==> src/rtl/booth_seq_mul_if.sv <==
// Handshake and operand/result bundle for the iterative Booth multiplier.
interface booth_seq_mul_if #(
  parameter int BITWIDTH = 16
);
  logic                    start;
  logic                    is_signed;
  logic [BITWIDTH-1:0]     multiplicand;
  logic [BITWIDTH-1:0]     multiplier;
  logic                    busy;
  logic                    done;
  logic [2*BITWIDTH-1:0]   product;

  // Requester side: issues operands and start, observes status/result.
  modport master (
    output start, is_signed, multiplicand, multiplier,
    input  busy, done, product
  );

  // Multiplier side.
  modport slave (
    input  start, is_signed, multiplicand, multiplier,
    output busy, done, product
  );
endinterface

==> src/rtl/booth_seq_mul.sv <==
// Iterative radix-4 Booth multiplier: one Booth digit per clock through a
// single recode/add stage. Multiplicand is pre-shifted by two bits per digit
// and the multiplier window slides right by two, so no barrel shifter needed.
module booth_seq_mul #(
  parameter int BITWIDTH = 16
) (
  input  logic             clk,
  input  logic             rst_n,
  booth_seq_mul_if.slave   bus
);

  localparam int PW = 2 * BITWIDTH;        // accumulator / product width
  localparam int MW = BITWIDTH + 3;        // {ext, ext, B, bit -1}
  localparam int CW = $clog2(BITWIDTH / 2 + 2);

  // Index of the final digit: signed needs BITWIDTH/2 digits, unsigned one
  // more so the zero-extended top digit {0,0,B[MSB]} is applied.
  localparam logic [CW-1:0] LAST_S = CW'(BITWIDTH / 2 - 1);
  localparam logic [CW-1:0] LAST_U = CW'(BITWIDTH / 2);

  typedef enum logic [1:0] {S_IDLE, S_RUN, S_DONE} state_t;

  state_t          state_q, state_d;
  logic            sgn_q, sgn_d;
  logic [PW-1:0]   mcand_q, mcand_d;   // A, extended, shifted left 2 per digit
  logic [MW-1:0]   mplr_q, mplr_d;     // B window, low 3 bits = current digit
  logic [PW-1:0]   acc_q, acc_d;
  logic [CW-1:0]   cnt_q, cnt_d;
  logic [PW-1:0]   prod_q, prod_d;
  logic            done_q, done_d;

  logic [PW-1:0]   pp_mag;
  logic            pp_neg;
  logic [PW-1:0]   sum;
  logic            ext_a, ext_b;
  logic [CW-1:0]   last_cnt;

  // Booth recode of the current digit and the single add/subtract stage.
  always_comb begin
    pp_mag = '0;
    pp_neg = 1'b0;
    case (mplr_q[2:0])
      3'b001, 3'b010: pp_mag = mcand_q;
      3'b011:         pp_mag = mcand_q << 1;
      3'b100: begin
        pp_mag = mcand_q << 1;
        pp_neg = 1'b1;
      end
      3'b101, 3'b110: begin
        pp_mag = mcand_q;
        pp_neg = 1'b1;
      end
      default: begin
        pp_mag = '0;
        pp_neg = 1'b0;
      end
    endcase
    // Subtraction as invert plus carry-in, wrapping modulo 2^PW.
    sum = acc_q + (pp_neg ? ~pp_mag : pp_mag) + {{(PW-1){1'b0}}, pp_neg};
  end

  // Next-state and datapath control.
  always_comb begin
    state_d  = state_q;
    sgn_d    = sgn_q;
    mcand_d  = mcand_q;
    mplr_d   = mplr_q;
    acc_d    = acc_q;
    cnt_d    = cnt_q;
    prod_d   = prod_q;
    done_d   = 1'b0;
    ext_a    = bus.is_signed & bus.multiplicand[BITWIDTH-1];
    ext_b    = bus.is_signed & bus.multiplier[BITWIDTH-1];
    last_cnt = sgn_q ? LAST_S : LAST_U;

    case (state_q)
      S_IDLE: begin
        if (bus.start) begin
          state_d = S_RUN;
          sgn_d   = bus.is_signed;
          mcand_d = {{BITWIDTH{ext_a}}, bus.multiplicand};
          mplr_d  = {ext_b, ext_b, bus.multiplier, 1'b0};
          acc_d   = '0;
          cnt_d   = '0;
        end
      end
      S_RUN: begin
        acc_d   = sum;
        mcand_d = mcand_q << 2;
        mplr_d  = mplr_q >> 2;
        cnt_d   = cnt_q + 1'b1;
        if (cnt_q == last_cnt) begin
          state_d = S_DONE;
          prod_d  = sum;
          done_d  = 1'b1;
        end
      end
      S_DONE: begin
        state_d = S_IDLE;
      end
      default: begin
        state_d = S_IDLE;
      end
    endcase
  end

  // State and datapath registers; reset aborts any operation in flight.
  always_ff @(posedge clk or negedge rst_n) begin
    if (!rst_n) begin
      state_q <= S_IDLE;
      sgn_q   <= 1'b0;
      mcand_q <= '0;
      mplr_q  <= '0;
      acc_q   <= '0;
      cnt_q   <= '0;
      prod_q  <= '0;
      done_q  <= 1'b0;
    end else begin
      state_q <= state_d;
      sgn_q   <= sgn_d;
      mcand_q <= mcand_d;
      mplr_q  <= mplr_d;
      acc_q   <= acc_d;
      cnt_q   <= cnt_d;
      prod_q  <= prod_d;
      done_q  <= done_d;
    end
  end

  assign bus.busy    = (state_q != S_IDLE);
  assign bus.done    = done_q;
  assign bus.product = prod_q;

endmodule
==> src/flat_wrapper.sv <==
// flat-port wrapper written by rule: the top's interface ports become plain ports
module booth_seq_mul_flat 
#(
  parameter int BITWIDTH = 16
)
  (clk, rst_n, bus_start, bus_is_signed, bus_multiplicand, bus_multiplier, bus_busy, bus_done, bus_product);
  booth_seq_mul_if #(.BITWIDTH(BITWIDTH)) bus_i ();
  input  logic clk;
  input  logic rst_n;
  input wire logic [$bits(bus_i.start)-1:0] bus_start;
  input wire logic [$bits(bus_i.is_signed)-1:0] bus_is_signed;
  input wire logic [$bits(bus_i.multiplicand)-1:0] bus_multiplicand;
  input wire logic [$bits(bus_i.multiplier)-1:0] bus_multiplier;
  output wire logic [$bits(bus_i.busy)-1:0] bus_busy;
  output wire logic [$bits(bus_i.done)-1:0] bus_done;
  output wire logic [$bits(bus_i.product)-1:0] bus_product;
  assign bus_i.start = bus_start;
  assign bus_i.is_signed = bus_is_signed;
  assign bus_i.multiplicand = bus_multiplicand;
  assign bus_i.multiplier = bus_multiplier;
  assign bus_busy = bus_i.busy;
  assign bus_done = bus_i.done;
  assign bus_product = bus_i.product;
  booth_seq_mul #(.BITWIDTH(BITWIDTH)) u_core (.clk(clk), .rst_n(rst_n), .bus(bus_i));
endmodule
==> config.mk <==
export PLATFORM = sky130hd
export DESIGN_NAME = booth_seq_mul_flat
export DESIGN_NICKNAME = d
export VERILOG_FILES = /design/src/rtl/booth_seq_mul_if.sv /design/src/rtl/booth_seq_mul.sv /design/src/flat_wrapper.sv
export SDC_FILE = /design/constraint.sdc
export NUM_CORES = 1
export LEC_CHECK = 0
export ABC_AREA = 0
export CAP_MARGIN = 20
export CELL_PAD_IN_SITES_DETAIL_PLACEMENT = 2
export CELL_PAD_IN_SITES_GLOBAL_PLACEMENT = 2
export CORE_ASPECT_RATIO = 1.75
export CORE_MARGIN = 1.5
export CORE_UTILIZATION = 38
export DETAILED_ROUTE_END_ITERATION = 10
export PLACE_DENSITY = 0.95
export SLEW_MARGIN = 20
export SYNTH_ARGS = -nofsm -noshare
export SYNTH_HDL_FRONTEND = slang
export SYNTH_SLANG_ARGS = --single-unit
export TNS_END_PERCENT = 20
==> constraint.sdc <==
create_clock -name clk -period 7.2 [get_ports clk]
set_clock_uncertainty 0.15 [all_clocks]
set_input_delay 1.8 -clock clk [delete_from_list [all_inputs] [get_ports clk]]
set_output_delay 1.8 -clock clk [all_outputs]
set_load 0.05 [all_outputs]
**Yosys cells after proc, flatten, opt, wreduce, memory -nomap -nowiden**

Cells that the tools add are included.

- Bits in registers: 123
- Input bits: 36
- Output and inout port bits: 34
- Logic and storage cells: 51

- $add $sub $neg: 3
- Equality and inequality tests: 10
- Muxes and demuxes: 17
- Bitwise operators: 3
- Reduce and logical (&&, ||, !) cells: 10

Operators with widths:

| kind | number |
|---|---|
| 32-bit case mux with 2 select lines | 3 |
| 32-bit two-way mux | 3 |
| 19-bit case mux with 2 select lines | 1 |
| 32-bit by 1-bit adder with 32-bit output | 1 |
| 32-bit adder | 1 |
| 32-bit NOT | 1 |
| 19-bit two-way mux | 1 |
| 3-bit equality test (second input constant) | 3 |
| 4-bit two-way mux | 2 |
| 4-bit case mux with 2 select lines | 1 |
| 2-bit AND reduction | 4 |
| 3-bit by 2-bit equality test with 1-bit output (second input constant) | 2 |
| 4-bit by 1-bit adder with 4-bit output (second input constant) | 1 |
| 4-bit equality test | 1 |
| 2-bit two-way mux | 2 |
| 2-bit case mux with 2 select lines | 1 |
| 2-bit nonzero test | 2 |
| 4-bit OR reduction | 1 |
| 3-bit by 1-bit equality test with 1-bit output (second input constant) | 1 |
| 1-bit two-way mux | 3 |
| 3-bit OR reduction | 1 |
| 1-bit bitwise AND | 2 |
| 2-bit by 1-bit equality test with 1-bit output (second input constant) | 1 |
| 2-bit zero test | 1 |
| other kinds (3) | 3 |

**Logic depth before layout (Yosys ltp)**

Gate-level depths: netlist of run 1.

- Depth in word-level cells: 8
- Depth in mapped cells: 15
- Depth with buffers taken out: 14

**Worst setup path after synthesis of run 1**

No wires, ideal clock.

- Kind: register -> register
- Start point: register u_core.mplr_q[1]
- End point: register u_core.prod_q[29] (netlist: u_core.bus.product[29])
- Setup time: 0.135 ns
- Data arrival time: 3.472 ns
- Required time: 6.915 ns
- Path slack: 3.443 ns
- Cell stages (with the launch flop): 15
- Buffers on the path: 2
- Period minus slack after synthesis: 3.757 ns
- Cell sequence: dfrtp_1 > inv_1 > ha_1 > o31ai_2 > clkbuf_1 > xor2_1 > ha_1 > clkbuf_1 > and2_1 > a311oi_1 > o21ai_0 > and3_1 > a2111oi_1 > xor2_1 > o21ai_0

- Longest elaborated chain between the ends: 7
- Elaborated cells between the ends (all ways): 15
- Classes of those cells: 2 x add/sub; 6 x eq/ne; 3 x mux; 1 x bitwise; 3 x reduce/logical

RTL lines:

| element | RTL line | RTL |
|---|---|---|
| start, declared | booth_seq_mul.sv:26 | `logic [MW-1:0] mplr_q, mplr_d;` |
| start signal, assigned | booth_seq_mul.sv:122 | `mplr_q <= mplr_d;` |
| 3-bit by 1-bit equality test with 1-bit output (tied with other cells) | booth_seq_mul.sv:42 | `case (mplr_q[2:0])` |
| 4-bit OR reduction (no line) / 2-bit OR reduction (equally long branches) | n/a |  |
| 32-bit case mux with 2 select lines | booth_seq_mul.sv:42 |  |
| 32-bit NOT | booth_seq_mul.sv:59 | `sum = acc_q + (pp_neg ? ~pp_mag : pp_mag) + {{(PW-1){1'b0}}, pp_neg};` |
| 32-bit two-way mux | booth_seq_mul.sv:59 |  |
| 32-bit adder | booth_seq_mul.sv:59 |  |
| 32-bit by 1-bit adder with 32-bit output * | booth_seq_mul.sv:59 |  |
| end signal, assigned | booth_seq_mul.sv:125 | `prod_q <= prod_d;` |
| end, declared | booth_seq_mul.sv:29 | `logic [PW-1:0] prod_q, prod_d;` |

Every way passes the cells marked *; elsewhere a longest branch is shown, timed or not.
A chain may end at the register's enable or synchronous reset.

**Worst setup path after layout of run 1**

- Start point: register u_core.mplr_q[0]
- End point: register u_core.prod_q[29] (netlist: u_core.bus.product[29])

Same word-level chain as after synthesis.

==> results of run 1 <==
final cells by class:
class / count / area (µm²) / area share, %
clock inverter: 14 / 149 / 1.70
clock buffer: 18 / 439 / 5.01
multi-input combinational: 655 / 4020 / 45.9
sequential: 122 / 3050 / 34.8
tap: 241 / 302 / 3.44
inverter: 15 / 56.3 / 0.643
timing repair buffer: 76 / 741 / 8.45
registers in the layout (all words and copies together), names as in the netlist:
name                count
u_core.state_q          2
u_core.cnt_q            4
u_core.bus.done         1
u_core.acc_q           32
u_core.sgn_q            1
u_core.mcand_q         32
u_core.bus.product     32
u_core.mplr_q          18
kinds of logic (layout without fill, tap and decap cells):
group	after synthesis	in the layout
buffers and inverters	73	123
muxes	11	11
DFF	122	122
AOI/OAI and AO/OA	231	231
adders and majority gates	38	38
and+or+nand+nor	315	315
xor gates and xnor gates	60	60
worst min-delay path, stage by stage, from the launching register on:
cell     delay (ps)
dfrtp_1         340
nand2_1          50
nand2_1          50
cell usage in the layout (no fill, tap or decap), types with 3 or more instances in the layout:
master and n:
a211oi_1 3, a21o_1 13, a21oi_1 37, a22o_1 7
a22oi_1 32, a31oi_1 36, and2_1 4, and3_1 3
buf_4 8, clkbuf_16 17, clkdlybuf4s50_1 68, clkinvlp_4 7
dfrtp_1 122, ha_1 36, inv_1 15, mux2_2 8
mux2i_1 3, nand2_1 155, nand3_1 66, nand4_1 11
nor2_1 46, nor3_1 12, nor4_1 3, o21a_1 7
o21ai_0 63, o21bai_1 4, o31ai_1 4, or3_1 3
xnor2_1 16, xor2_1 44
layer usage:
layer,vias up,global-route usage (%),part of all wire [%]
met3,103,4.02,2.7
met1,3624,32.7,37
met2,215,55.2,55
li1,3093,-,-
met4,0,15.9,5.2
met5,-,0,0
per-stage QoR:
step                hold slack [ps]  instances  setup WS (ps)
floorplan                       306        850           3440
global placement                310       1109           2750
detailed placement              315       1109           2340
CTS                             329       1141           2080
global route                    353       1141           2050
finish                          323       1141           2160
worst max path at each step:
stage	startpoint	end	slack, ps	depth (start not counted)
after detailed placement	u_core.mplr_q[0]	u_core.bus.product[29]	2340	12
after global routing	u_core.mplr_q[0]	u_core.bus.product[29]	2050	13
after global placement	u_core.mplr_q[0]	u_core.acc_q[29]	2750	12
final	u_core.mplr_q[0]	u_core.bus.product[29]	2160	13
after floorplan	u_core.mplr_q[1]	u_core.bus.product[29]	3440	14
after CTS	u_core.mplr_q[0]	u_core.bus.product[29]	2080	12
==> run metrics, run 1 <==
Final GP Congestion=0.865; placed cell areas=0.00817 mm²; Setup crit start kind=flop; number of synthesized flops with an enable pin=0; hold buffers post-CTS=0; top-count cell post-synth=nand2_1; # IOs=70; predominant post-synthesis flop cell=dfrtp_1; Max Buffers Root-to-Sink=2; WP buf/inv=1; Layout fillers=2046; Mapped Avg Cell Area=8.61 µm²; core area=0.0190 mm²; die width=108 µm; CTS buffer count=17; Fin. Hold Viols=0; simple-gate share of the synthesized area=18.8%; die height=187 µm; Final setup viols=0; WS Path Type=flop to flop; min Tclk post-route=5040 ps; Worst Hold Class=flop to flop; Final #Nets=961; DRT Pass-1 Iters=4; CTS tree=yes; post-layout instance area=0.00876 mm²; largest family of logic cells by synthesized area=compound AO/OA/AOI/OAI gates; starting density of the core=38.4%; Setup Total Neg Slack=0 ps; Clk Latency, worst-skew pair=450 ps; CP delay by family, top=compound AO/OA/AOI/OAI gates; Max Cap Viol=0; gr usage total=30.1%; Worst Hold End=u_core.bus.product[10]; flops & latches, synth=122; Max Slew Vio Count=0; Detail Route Antenna Nets=0; Yosys warning count=0; worst-path cell chain=inv_1, ha_2, mux2_2, a22oi_1, xor2_1, ha_1, and2_1, a311oi_1, o21ai_0, and3_1, a2111oi_1, xor2_1, o21ai_0; RSZ-0062 raised after global routing=false; Port Buf Inserts=69; adder-cell share of the synthesized area=6.60%; largest net degree at the start of global routing=72; slowest CP cell=a311oi_1; layout cell share with drive strength beyond 1=6.67%; crit share post-route=70.0%; clock-pin transition on the worst setup and hold timing paths=60 ps; Peak Freq=198 MHz; reg2reg start=u_core.mplr_q[0]; vias=7035; Synth top area share=41.7%; Initial DRC Count=412; Yosys top cell by area=dfrtp_1; Rel. slew slack=39.3%; clock sinks=122; multiplexer area fraction after synthesis=1.64%; R2R setup slack=2160 ps; Core Rows=67; critical path fanouts, max=31; Synth area leaders=dfrtp_1, nand2_1, ha_1; post-synthesis sequential area ratio=41.7%; hold depth=2; Synth Area in Compound Gates=20.3%; Ant. Diodes=0; initial antenna violation count=0; xor-xnor portion of the synthesized cell area=7.18%; synth unique cells=54; asr flop ratio synth=100%; Die ar.=0.0201 mm²; Post-synth top cells=nand2_1, dfrtp_1, nand3_1; slowest stage delay, CP=750 ps; Vias/cell=6.17; reg-to-reg endpoint=u_core.bus.product[29]; synthesis-to-finish area growth=19.8%; vias in the first global route=7937; first-pass GRT wire length=45700 µm; Reg2Reg Depth=13; worst-margin pin slew=904 ps; CTS resizes=0; DRC=0; post-DP HPWL=18900 µm; outcome=finished, final reports clean; Mapped Area=0.00732 mm²; Worst Min Path Start=u_core.bus.product[10]; Syn Nets=924; Core Util, Final=46.0%; total setup buffers inserted after CTS=0; Crit path required time=7320 ps; Worst EP arrival=5160 ps; cell count after synthesis=850; final wirelength=28800 µm; H-tree levels=4; CP Capture Type=flop; root buf cell=clkbuf_16; Overflow after GRT=0; mean routed wirelength per cell=25.3 µm
Power of run 1 is not shown: default switching activity piles up to over one toggle a cycle in this logic, so the estimate is an artifact.
==> run 2, diff against run 1 <==
--- a/config.mk
+++ b/config.mk
@@ -11,9 +11,9 @@
 export CELL_PAD_IN_SITES_GLOBAL_PLACEMENT = 2
 export CORE_ASPECT_RATIO = 1.75
 export CORE_MARGIN = 1.5
-export CORE_UTILIZATION = 38
+export CORE_UTILIZATION = 32
 export DETAILED_ROUTE_END_ITERATION = 10
-export PLACE_DENSITY = 0.95
+export PLACE_DENSITY = 0.87
 export SLEW_MARGIN = 20
 export SYNTH_ARGS = -nofsm -noshare
 export SYNTH_HDL_FRONTEND = slang
==> constraint.sdc (replaced) <==
create_clock -name clk -period 4.5 [get_ports clk]
set_clock_uncertainty 0.15 [all_clocks]
set_input_delay 1.125 -clock clk [delete_from_list [all_inputs] [get_ports clk]]
set_output_delay 1.125 -clock clk [all_outputs]
set_load 0.05 [all_outputs]
==> run metrics, run 2 (synthesis results as in run 1) <==
CTS tree=yes; DRT Pass-1 Iters=4 (unchanged); root buf cell=clkbuf_16; Max Slew Vio Count=0 (unchanged); Peak Freq=235 MHz (+19%); Core Util, Final=39.5% (-6.5 points); core area=0.0226 mm² (+19%); largest net degree at the start of global routing=73 (+1.4%); Overflow after GRT=0 (unchanged); Final GP Congestion=0.925 (+6.9%); min Tclk post-route=4250 ps (-788 ps); vias in the first global route=7607 (-4.2%); reg-to-reg endpoint=u_core.acc_q[23]; Core Rows=73 (+9.0%); Multi-input gate area=0.00402 mm² (about the same); die width=117 µm (+8.7%); Rel. slew slack=46.5% (+7.2 points); CP Capture Type=flop; die height=203 µm (+8.8%); Max Cap Viol=0 (unchanged); starting density of the core=32.4% (-6.0 points); total setup buffers inserted after CTS=0 (unchanged); Layout fillers=2497 (+22%); # IOs=70 (unchanged); Max Buffers Root-to-Sink=2 (unchanged); H-tree levels=4 (unchanged); Detail Route Antenna Nets=0 (unchanged); clock sinks=122 (unchanged); Worst Hold End=u_core.bus.product[10]; worst-margin pin slew=802 ps (-102 ps); mean routed wirelength per cell=21.1 µm (-17%); reg2reg start=u_core.mplr_q[1]; crit share post-route=94.5% (+24 points); critical path fanouts, max=20 (-35%); gr usage total=22.7% (-7.4 points); final wirelength=25500 µm (-12%); WS Path Type=flop to flop; Die ar.=0.0238 mm² (+18%); hold depth=2 (unchanged); initial antenna violation count=0 (unchanged); clock-pin transition on the worst setup and hold timing paths=60 ps (about the same); most frequent cells in the layout=nand2_1, dfrtp_1, clkdlybuf4s50_1; Port Buf Inserts=69 (unchanged); Worst Min Path Start=u_core.bus.product[10]; Worst Hold Class=flop to flop; DRC=0 (unchanged); Ant. Diodes=0 (unchanged); R2R setup slack=250 ps (-1910 ps); Reg2Reg Depth=13 (unchanged); Final setup viols=0 (unchanged); Fin. Hold Viols=0 (unchanged); Vias/cell=5.55 (-10%); most common cell after layout, fill and taps aside=nand2_1; layout cell share with drive strength beyond 1=7.28% (+0.61 points); Worst EP arrival=4390 ps (-770 ps); outcome=finished, final reports clean; Setup crit start kind=flop; synthesis-to-finish area growth=21.8%; Setup Total Neg Slack=0 ps (unchanged); Initial DRC Count=334 (-19%); Final #Nets=968 (+0.73%); RSZ-0062 raised after global routing=false; Crit path required time=4630 ps (-2690 ps); post-DP HPWL=18300 µm (-3.0%); worst hold slack=325 ps (+2.35 ps); FF+latch area=0.00305 mm² (unchanged); first-pass GRT wire length=41000 µm (-10%); CTS buffer count=17 (unchanged); vias=6693 (-4.9%); Clk Latency, worst-skew pair=440 ps (about the same)
==> run 2: how the worst max path moves through the flow <==
stage / startpoint / endpoint / cells after the start
after floorplan: u_core.mplr_q[1] / u_core.bus.product[29] / 14
after global placement: u_core.mplr_q[0] / u_core.acc_q[17] / 13
after detailed placement: u_core.mplr_q[0] / u_core.acc_q[29] / 13
after CTS: u_core.mplr_q[1] / u_core.bus.product[17] / 13
after global routing: u_core.mplr_q[1] / u_core.acc_q[17] / 13
final: u_core.mplr_q[1] / u_core.acc_q[23] / 13
==> run 2: area by class of cell <==
class,count,share of cell area [%]
Clock buffer,17,4.77
Clock inverter,15,1.85
Inverter,15,0.632
Multi-Input combinational cell,655,45.1
Sequential cell,122,34.3
Tap cell,300,4.21
Timing Repair Buffer,83,9.18
==> run 2: metal layers <==
layer | routed length (µm) | up-vias | share of wire, % | track usage (%)
met5 | 0 | - | 0 | 0
met4 | 1190 | 0 | 4.7 | 11.5
met3 | 600 | 62 | 2.4 | 3.64
met2 | 14100 | 143 | 55 | 41.8
met1 | 9560 | 3375 | 38 | 24.1
li1 | - | 3113 | - | -
==> run 2: worst max-delay path: stages (launching register included) <==
cell     delay, ps
dfrtp_1        400
inv_1           90
ha_1           460
buf_4          280
a22oi_1        280
xor2_1         260
ha_1           330
a21oi_1        260
o21ai_0        260
a31oi_1        260
o21ai_0        220
a31oi_1        480
xor2_1         240
o21ai_0        100
==> run 2: what timing repair did <==
item / CTS / global route
setup endpoints to repair: 0 / 7
gates resized for setup: 0 / 2
hold buffers: 0 / 0
==> run 2: metrics by stage <==
| step | cells | cell area [µm²] | setup slack (ps) |
|---|---|---|---|
| after floorplan | 850 | 7320 | 743 |
| after global placement | 1175 | 8320 | 345 |
| after detailed placement | 1175 | 8320 | 210 |
| after CTS | 1207 | 8910 | 134 |
| after global routing | 1207 | 8910 | 10.3 |
| final | 1207 | 8910 | 250 |
Power of run 2 is left out for the same reason.
